===== config.mk =====
export PLATFORM = sky130hd
export DESIGN_NAME = quadram_dma
export DESIGN_NICKNAME = d
export VERILOG_FILES = /design/src/rtl/quadram_pkg.sv /design/src/rtl/quadram_dma_fifo.sv /design/src/rtl/quadram_dma.sv
export SDC_FILE = /design/constraint.sdc
export NUM_CORES = 1
export LEC_CHECK = 0
export BUFFER_PORTS_ARGS = -buffer_cell sky130_fd_sc_hd__clkbuf_2
export CAP_MARGIN = 20
export CORE_AREA = 2 2 121 123
export DETAILED_ROUTE_END_ITERATION = 10
export DIE_AREA = 0 0 123 125
export GPL_ROUTABILITY_DRIVEN = 0
export PLACE_DENSITY_LB_ADDON = 0.08
export SLEW_MARGIN = 20
export SYNTH_ARGS = -nofsm -noshare
export SYNTH_HDL_FRONTEND = slang
export SYNTH_HIERARCHICAL = 1
export SYNTH_SLANG_ARGS = --single-unit

===== constraint.sdc =====
create_clock -name clk -period 4.8 [get_ports clk]
set_input_delay 1.2 -clock clk [delete_from_list [all_inputs] [get_ports clk]]
set_output_delay 1.2 -clock clk [all_outputs]
set_load 0.005 [all_outputs]

===== src/rtl/quadram_pkg.sv =====
// quadram_pkg: shared constants and types for the quad-bank scratch memory DMA.
package quadram_pkg;
  localparam int ADDR_WIDTH = 11;
  localparam int DATA_WIDTH = 32;
  localparam int RD_FIFO_DEPTH = 2;
  typedef enum logic [1:0] {IDLE, WRITE, READ, DRAIN} dma_state_t;
  typedef struct packed {
    logic                  write;
    logic [ADDR_WIDTH-1:0] addr;
    logic [ADDR_WIDTH-1:0] len;
  } dma_cmd_t;
endpackage


===== src/rtl/quadram_dma_fifo.sv =====
// quadram_dma_fifo: small synchronous FIFO; push is accepted when full if a pop happens in the same cycle.
module quadram_dma_fifo #(
  parameter int DEPTH = 2,
  parameter int WIDTH = 32,
  parameter int CW = $clog2(DEPTH + 1)
) (
  input  logic             clk,
  input  logic             rst_n,
  input  logic             push_i,
  input  logic [WIDTH-1:0] din_i,
  input  logic             pop_i,
  output logic [WIDTH-1:0] dout_o,
  output logic             full_o,
  output logic             empty_o,
  output logic [CW-1:0]    count_o
);
  localparam int PW = DEPTH > 1 ? $clog2(DEPTH) : 1;
  logic [WIDTH-1:0] mem_q [DEPTH];
  logic [PW-1:0] wp_q, rp_q;
  logic [CW-1:0] cnt_q;
  logic do_push, do_pop;
  function automatic logic [PW-1:0] nxt(input logic [PW-1:0] p);
    return p == PW'(DEPTH - 1) ? '0 : p + PW'(1);
  endfunction
  assign empty_o = cnt_q == '0;
  assign full_o = cnt_q == CW'(DEPTH);
  assign count_o = cnt_q;
  assign dout_o = mem_q[rp_q];
  assign do_push = push_i & (~full_o | pop_i);
  assign do_pop = pop_i & ~empty_o;
  always_ff @(posedge clk or negedge rst_n) begin
    if (!rst_n) begin
      wp_q <= '0;
      rp_q <= '0;
      cnt_q <= '0;
      for (int i = 0; i < DEPTH; i++) mem_q[i] <= '0;
    end else begin
      if (do_push) begin
        mem_q[wp_q] <= din_i;
        wp_q <= nxt(wp_q);
      end
      if (do_pop) rp_q <= nxt(rp_q);
      cnt_q <= cnt_q + CW'(do_push) - CW'(do_pop);
    end
  end
endmodule


===== src/rtl/quadram_dma.sv =====
// quadram_dma: burst initiator for the 2048x32 scratch memory; streams write data in
// and read data out through a small return FIFO with full backpressure.
module quadram_dma #(
  parameter int ADDR_WIDTH = quadram_pkg::ADDR_WIDTH,
  parameter int DATA_WIDTH = quadram_pkg::DATA_WIDTH,
  parameter int RD_FIFO_DEPTH = quadram_pkg::RD_FIFO_DEPTH
) (
  input  logic                    clk,
  input  logic                    rst_n,
  input  logic                    cmd_valid,
  output logic                    cmd_ready,
  input  logic                    cmd_write,
  input  logic [ADDR_WIDTH-1:0]   cmd_addr,
  input  logic [ADDR_WIDTH-1:0]   cmd_len,
  input  logic                    wr_valid,
  output logic                    wr_ready,
  input  logic [DATA_WIDTH-1:0]   wr_data,
  output logic                    rd_valid,
  input  logic                    rd_ready,
  output logic [DATA_WIDTH-1:0]   rd_data,
  output logic                    busy,
  output logic                    done,
  output logic                    mem_en,
  output logic [DATA_WIDTH/8-1:0] mem_we,
  output logic [ADDR_WIDTH-1:0]   mem_addr,
  output logic [DATA_WIDTH-1:0]   mem_din,
  input  logic [DATA_WIDTH-1:0]   mem_dout
);
  import quadram_pkg::dma_state_t, quadram_pkg::IDLE, quadram_pkg::WRITE, quadram_pkg::READ, quadram_pkg::DRAIN;
  localparam int CW = $clog2(RD_FIFO_DEPTH + 1);
  dma_state_t state_q, state_d;
  logic [ADDR_WIDTH-1:0] ptr_q, ptr_d, rem_q, rem_d;
  logic inflight_q, done_q, done_d;
  logic [CW-1:0] occ;
  logic fifo_empty, fifo_full;
  logic hs, wr_acc, pop, issue, adv, last;
  assign cmd_ready = state_q == IDLE;
  assign busy = state_q != IDLE;
  assign done = done_q;
  assign wr_ready = state_q == WRITE;
  assign hs = cmd_valid & cmd_ready;
  assign wr_acc = wr_ready & wr_valid;
  assign rd_valid = ~fifo_empty;
  assign pop = rd_valid & rd_ready;
  // Never let buffered plus outstanding words exceed the FIFO, counting this cycle's pop as free space.
  assign issue = (state_q == READ) && (int'(occ) + int'(inflight_q) < RD_FIFO_DEPTH + int'(pop));
  assign adv = wr_acc | issue;
  assign last = rem_q == '0;
  assign mem_en = adv;
  assign mem_we = {(DATA_WIDTH/8){wr_acc}};
  assign mem_addr = (state_q == WRITE || state_q == READ) ? ptr_q : '0;
  assign mem_din = wr_ready ? wr_data : '0;
  always_comb begin
    state_d = state_q;
    ptr_d = ptr_q;
    rem_d = rem_q;
    done_d = 1'b0;
    if (hs) begin
      state_d = cmd_write ? WRITE : READ;
      ptr_d = cmd_addr;
      rem_d = cmd_len;
    end
    if (adv) begin
      ptr_d = ptr_q + ADDR_WIDTH'(1);
      rem_d = rem_q - ADDR_WIDTH'(1);
      state_d = last ? (wr_acc ? IDLE : DRAIN) : state_q;
      done_d = wr_acc & last;
    end
    if (state_q == DRAIN && fifo_empty && !inflight_q) begin
      state_d = IDLE;
      done_d = 1'b1;
    end
  end
  always_ff @(posedge clk or negedge rst_n) begin
    if (!rst_n) begin
      state_q <= IDLE;
      ptr_q <= '0;
      rem_q <= '0;
      inflight_q <= 1'b0;
      done_q <= 1'b0;
    end else begin
      state_q <= state_d;
      ptr_q <= ptr_d;
      rem_q <= rem_d;
      inflight_q <= issue;
      done_q <= done_d;
    end
  end
  quadram_dma_fifo #(.DEPTH(RD_FIFO_DEPTH), .WIDTH(DATA_WIDTH)) u_fifo (
    .clk(clk), .rst_n(rst_n), .push_i(inflight_q), .din_i(mem_dout), .pop_i(pop),
    .dout_o(rd_data), .full_o(fifo_full), .empty_o(fifo_empty), .count_o(occ)
  );
  assert property (@(posedge clk) disable iff (!rst_n) !(inflight_q && fifo_full && !pop));
endmodule

==> results of run 1 <==
==> power groups by stage <==
stage	sequential, W	clock, W	combinational, W
global placement	0.00147	0	0.00221
global route	0.00154	0.000891	0.00244
detailed placement	0.00149	0	0.00224
finish	0.00148	0.000829	0.00221
CTS	0.00148	0.000856	0.00225
floorplan	0.00139	0	0.00163
==> metal layers <==
| metal | up-vias | global-route usage, % |
|---|---|---|
| li1 | 1812 | - |
| met1 | 1830 | 22.0 |
| met2 | 82 | 26.1 |
| met3 | 11 | 3.92 |
| met4 | 0 | 4.61 |
| met5 | - | 0 |
==> stage by stage <==
step                      instance area (um2)  power [W]  cells  worst slack [ps]  util (%)
after global placement                   6190    0.00368    758              1310      43.6
final                                    6540    0.00452    774              1180      46.1
after global routing                     6540    0.00487    774               921      46.1
after floorplan                          5210    0.00302    417              1470         -
after detailed placement                 6190    0.00373    758              1310      43.6
after CTS                                6540    0.00459    774              1140      46.0
==> placed cells by master, fill, tap and decap left out, drive strengths merged, types with 4 or more instances in the layout <==
cell type / count
nor2: 16
o21ai: 13
a21oi: 14
nor3: 9
nand3: 5
mux2: 97
inv: 11
and3: 7
a311oi: 6
dfrtp: 94
and2: 44
nand2: 18
a211oi: 5
ha: 11
buf: 8
nand2b: 4
clkbuf: 184
==> worst max-delay path, delay by kind of cell (launching register included) <==
kind	cells	cell delay, ps
adder cells (fa/ha/maj)	1	670
buffers and inverters	3	410
flip-flops	1	410
AO/OA/AOI/OAI	1	350
AND/OR/NAND/NOR	1	230
==> registers in the layout, summed over array words and instances, names as in the netlist <==
signal / cells
u_fifo/mem_q: 64
ptr_q: 11
rem_q: 11
state_q: 2
u_fifo/count_o: 2
done: 1
inflight_q: 1
u_fifo/rp_q: 1
u_fifo/wp_q: 1
==> final cells by class <==
cell class	count	area (um2)
fill	1343	7660
clock inverter	7	120
tap	184	230
multi-input combinational	287	2630
clock buffer	9	225
timing repair buffer	183	940
inverter	10	42.5
sequential	94	2350
==> worst max path at each step <==
stage	slack, ps	start	end
after floorplan	1470	rd_ready	mem_en
after global placement	1310	rd_ready	mem_en
after detailed placement	1310	rd_ready	mem_en
after CTS	1140	state_q[1]	mem_en
after global routing	920	state_q[1]	mem_en
final	1180	state_q[1]	mem_en
==> run metrics, run 1 <==
number of buffers inserted for hold repair after clock tree synthesis=0; setup repair bufs after CTS=0; maxcap violations=0; sequential share of power=32.8%; die width=123 um; half-perimeter wire length of the detailed placement result=8560 um; worst hold-check path type=reg2reg; highest routed metal layer=met4; core region area=14,200 um2; drt first pass iters=4; initial cell density of the core=36.7%; TritonCTS buffer count=9; vertical die dimension=125 um; LEAKAGE=3.19 nW; Total Negative Setup Slacks=0 ps; largest stage delay on the critical path=670 ps; Hold Path Origin=rem_q[9]; worst flop-to-flop path startpoint=state_q[1]; kind of capture point of the worst setup path=output pin; worst clock skew=6.67 ps; wire length the detailed router placed on met1=5650 um; final setup violating endpoints=0; Clock Path Buffers=2; internal power=0.00295 W; TritonCTS clock tree=yes; WHS=497 ps; number of standard cells after synthesis=417; YS warnings=6; number of nets in the final layout=688; Setup Crit Path Kind=reg2out; Routed Wire Length=12,100 um; residual DRC count=0; Routed met3 length=575 um; pwr/cell area=691 nW/um2; DR WL/cell=15.7 um; part of the power in combinational logic=48.9%; vias in the first global route=3,903; number of antenna diodes=0; number of resized instances in the post-cts repair step=0; worst min-delay path endpoint=rem_q[9]; final-report hold violation count=0; number of buffers added on ports=176; average cell area after synthesis=12.5 um2; aggregate global routing overflow=0; register-to-register setup slack=2110 ps; final slew viol count=0; Worst Path Max Fanout=35; Total GRT Usage=16.3%; clock group share of total power=18.3%; pin slew with the least headroom to its limit=864 ps; Post-Synthesis Cell Area=5210 um2; Detailed Route Iter0 Violations=142; status=finished, final reports clean; Req. time, crit path=3600 ps; share of cells above drive strength 1=52.9%; FF-to-FF End=state_q[1]; DRT antenna net count=0; die footprint=15,400 um2; vias after detailed routing=3,735; number of cells on the worst hold path=1; Switch Pwr=0.00157 W; number of cells traversed by the worst register-to-register path=7; Crit path arrival time=2420 ps; tightest slew margin relative to the limit=42.3%; highest attainable clock frequency=276 MHz; Mapped Nets=520; FP Rows=44; clock slew seen by the registers of the worst setup and hold paths=70 ps; routed length on met2=5780 um; category of the worst setup path launch point=flop; pin count of the biggest net entering global routing=80; Net Sw Frac=34.8%; area added between synthesis and finish=25.6%; unrepaired setup endpoints after global routing=false; Top Ports=177; final worst path period share=75.4%; CTS Root Cell=clkbuf_16; Worst path slowest cell=ha_1; number of antenna violations at the first check in global routing=0; number of H-tree levels=3; minimum period implied by the final worst setup slack=3620 ps; source-to-sink clock delay at the later pin of the worst-skew pair=350 ps; mean number of vias per cell=4.83; first-pass GRT wire length=19,800 um; CP cell instances=inv_1 -> ha_1 -> nand2_1 -> a22o_1 -> inv_6 -> clkbuf_2; clk sinks=94; maximum resistive drop on vdd=285 uV
Note: power is estimated with default switching activity, not from simulation.
==> inputs of run 2 (changes only) <==
==> constraint.sdc (replaced) <==
create_clock -name clk -period 3.3 [get_ports clk]
set_input_delay 0.825 -clock clk [delete_from_list [all_inputs] [get_ports clk]]
set_output_delay 0.825 -clock clk [all_outputs]
set_load 0.005 [all_outputs]
==> run metrics, run 2 (same netlist as run 1, synthesis figures left out) <==
largest reg by FF count=u_fifo/mem_q; largest stage delay on the critical path=440 ps (-230 ps); LEAKAGE=3.17 nW (-0.56%); first-pass GRT wire length=20,200 um (+1.8%); source-to-sink clock delay at the later pin of the worst-skew pair=340 ps (about the same); clock slew seen by the registers of the worst setup and hold paths=70 ps (about the same); Top Ports=177 (unchanged); Req. time, crit path=2470 ps (-1130 ps); vias in the first global route=3,857 (-1.2%); Worst Path Max Fanout=24 (-31%); kind of capture point of the worst setup path=output pin; number of antenna diodes=0 (unchanged); total power consumption of the routed design=0.00642 W (+42%); tightest slew margin relative to the limit=62.1% (+20 points); number of nets in the final layout=689 (+0.15%); number of antenna violations at the first check in global routing=0 (unchanged); highest attainable clock frequency=342 MHz; CTS Root Cell=clkbuf_16; die footprint=15,400 um2 (unchanged); core region area=14,200 um2 (unchanged); Routed Wire Length=12,300 um (+1.2%); residual DRC count=0 (unchanged); final setup violating endpoints=0 (unchanged); initial cell density of the core=36.7% (unchanged); setup repair bufs after CTS=0 (unchanged); DRT antenna net count=0 (unchanged); clk sinks=94 (unchanged); area added between synthesis and finish=25.4%; Worst path slowest cell=dfrtp_1; final setup margin=374 ps (-806 ps); number of buffers inserted for hold repair after clock tree synthesis=0 (unchanged); count of buffer and inverter cells on the critical path=2 (-1); die width=123 um (unchanged); most common library cell in the layout ignoring fill and taps=clkbuf_2; Clock Path Buffers=2 (unchanged); Total Negative Setup Slacks=0 ps (unchanged); max FFs per register=64 (unchanged); number of resized instances in the post-cts repair step=0 (unchanged); Total GRT Usage=16.5% (+0.16 points); mean number of vias per cell=4.85 (+0.57%); Setup Crit Path Kind=reg2out; pin count of the biggest net entering global routing=68 (-15%); final-report hold violation count=0 (unchanged); post-placement cell area=6240 um2 (+0.73%); status=finished, final reports clean; drt first pass iters=4 (unchanged); DR WL/cell=15.8 um (+1.0%); CP cell instances=ha_1 -> or3b_4 -> a22o_1 -> inv_6 -> clkbuf_2; pin slew with the least headroom to its limit=563 ps (-300 ps); minimum period implied by the final worst setup slack=2930 ps; final worst path period share=88.7%; final slew viol count=0 (unchanged); Crit path arrival time=2100 ps (-320 ps); top library cells by usage in the layout, fill and taps aside=clkbuf_2 (175), dfrtp_1 (94), mux2_4 (61); aggregate global routing overflow=0 (unchanged); share of cells above drive strength 1=53.0% (+0.080 points); Finished Core Util=46.0% (-0.079 points); FP Rows=44 (unchanged); worst slack after detailed placement=546 ps (-759 ps); pwr/cell area=983 nW/um2 (+42%); Detailed Route Iter0 Violations=156 (+9.9%); maxcap violations=0 (unchanged); TritonCTS buffer count=9 (unchanged); maximum resistive drop on vdd=334 uV (+17%); unrepaired setup endpoints after global routing=false; registers with the highest flip-flop counts=u_fifo/mem_q: 64 flops, ptr_q: 11 flops, rem_q: 11 flops; summed area of non-filler cells in the final layout=6530 um2 (-0.17%); kind of cell adding the most delay to the critical path=flip-flops; vias after detailed routing=3,761 (+0.70%); category of the worst setup path launch point=flop; TritonCTS clock tree=yes; vertical die dimension=125 um (unchanged); number of H-tree levels=3 (unchanged); half-perimeter wire length of the detailed placement result=8520 um (-0.50%); worst clock skew=6.37 ps (-0.297 ps); worst hold-check path type=in2async; number of buffers added on ports=176 (unchanged)
-- run 2: cell count changes in the layout (fill, tap and decap cells not counted), moves of 2 or more --
cell and delta:
bufinv_16 -3, buf_12 +3, clkinvlp_4 +2, clkbuf_8 +2
-- run 2: path summary, 6_finish.rpt --
path | slack (ps) | start | cells after the start | to
setup / recovery | 370 | u_fifo/count_o[0] | 5 | mem_en
max in group asynchronous | 2200 | rst_n | 2 | u_fifo/mem_q[6]
hold / removal | 400 | rst_n | 1 | u_fifo/mem_q[27]
setup reg to reg | 960 | u_fifo/count_o[0] | 6 | state_q[1]
min in group clk | 500 | rem_q[0] | 1 | rem_q[0]
hold reg to reg | 500 | rem_q[0] | 1 | rem_q[0]
-- run 2: final cells by class --
| cell class | count | area [um2] |
|---|---|---|
| clock buffer | 11 | 253 |
| fill | 1352 | 7670 |
| inverter | 10 | 42.5 |
| sequential | 94 | 2350 |
| tap | 184 | 230 |
| multi-input combinational | 287 | 2630 |
| clock inverter | 5 | 40.0 |
| timing repair buffer | 184 | 981 |
-- run 2: per-layer routing --
layer,part of all wire [%],up-vias,GRT usage [%]
li1,-,1819,-
met1,47,1849,22.9
met2,47,86,25.9
met3,5.5,7,3.88
met4,0.85,0,4.01
met5,0,-,0
-- run 2: where the power goes --
group / internal (W) / switching [W]
clock: 0.000558 / 0.000468
sequential: 0.00173 / 0.000403
combinational: 0.00183 / 0.00143
total: 0.00412 / 0.00230
-- run 2: per-stage QoR --
stage | hold slack [ps] | cells
after floorplan | 463 | 417
after global placement | 484 | 759
after detailed placement | 491 | 759
after CTS | 402 | 775
after global routing | 420 | 775
final | 401 | 775
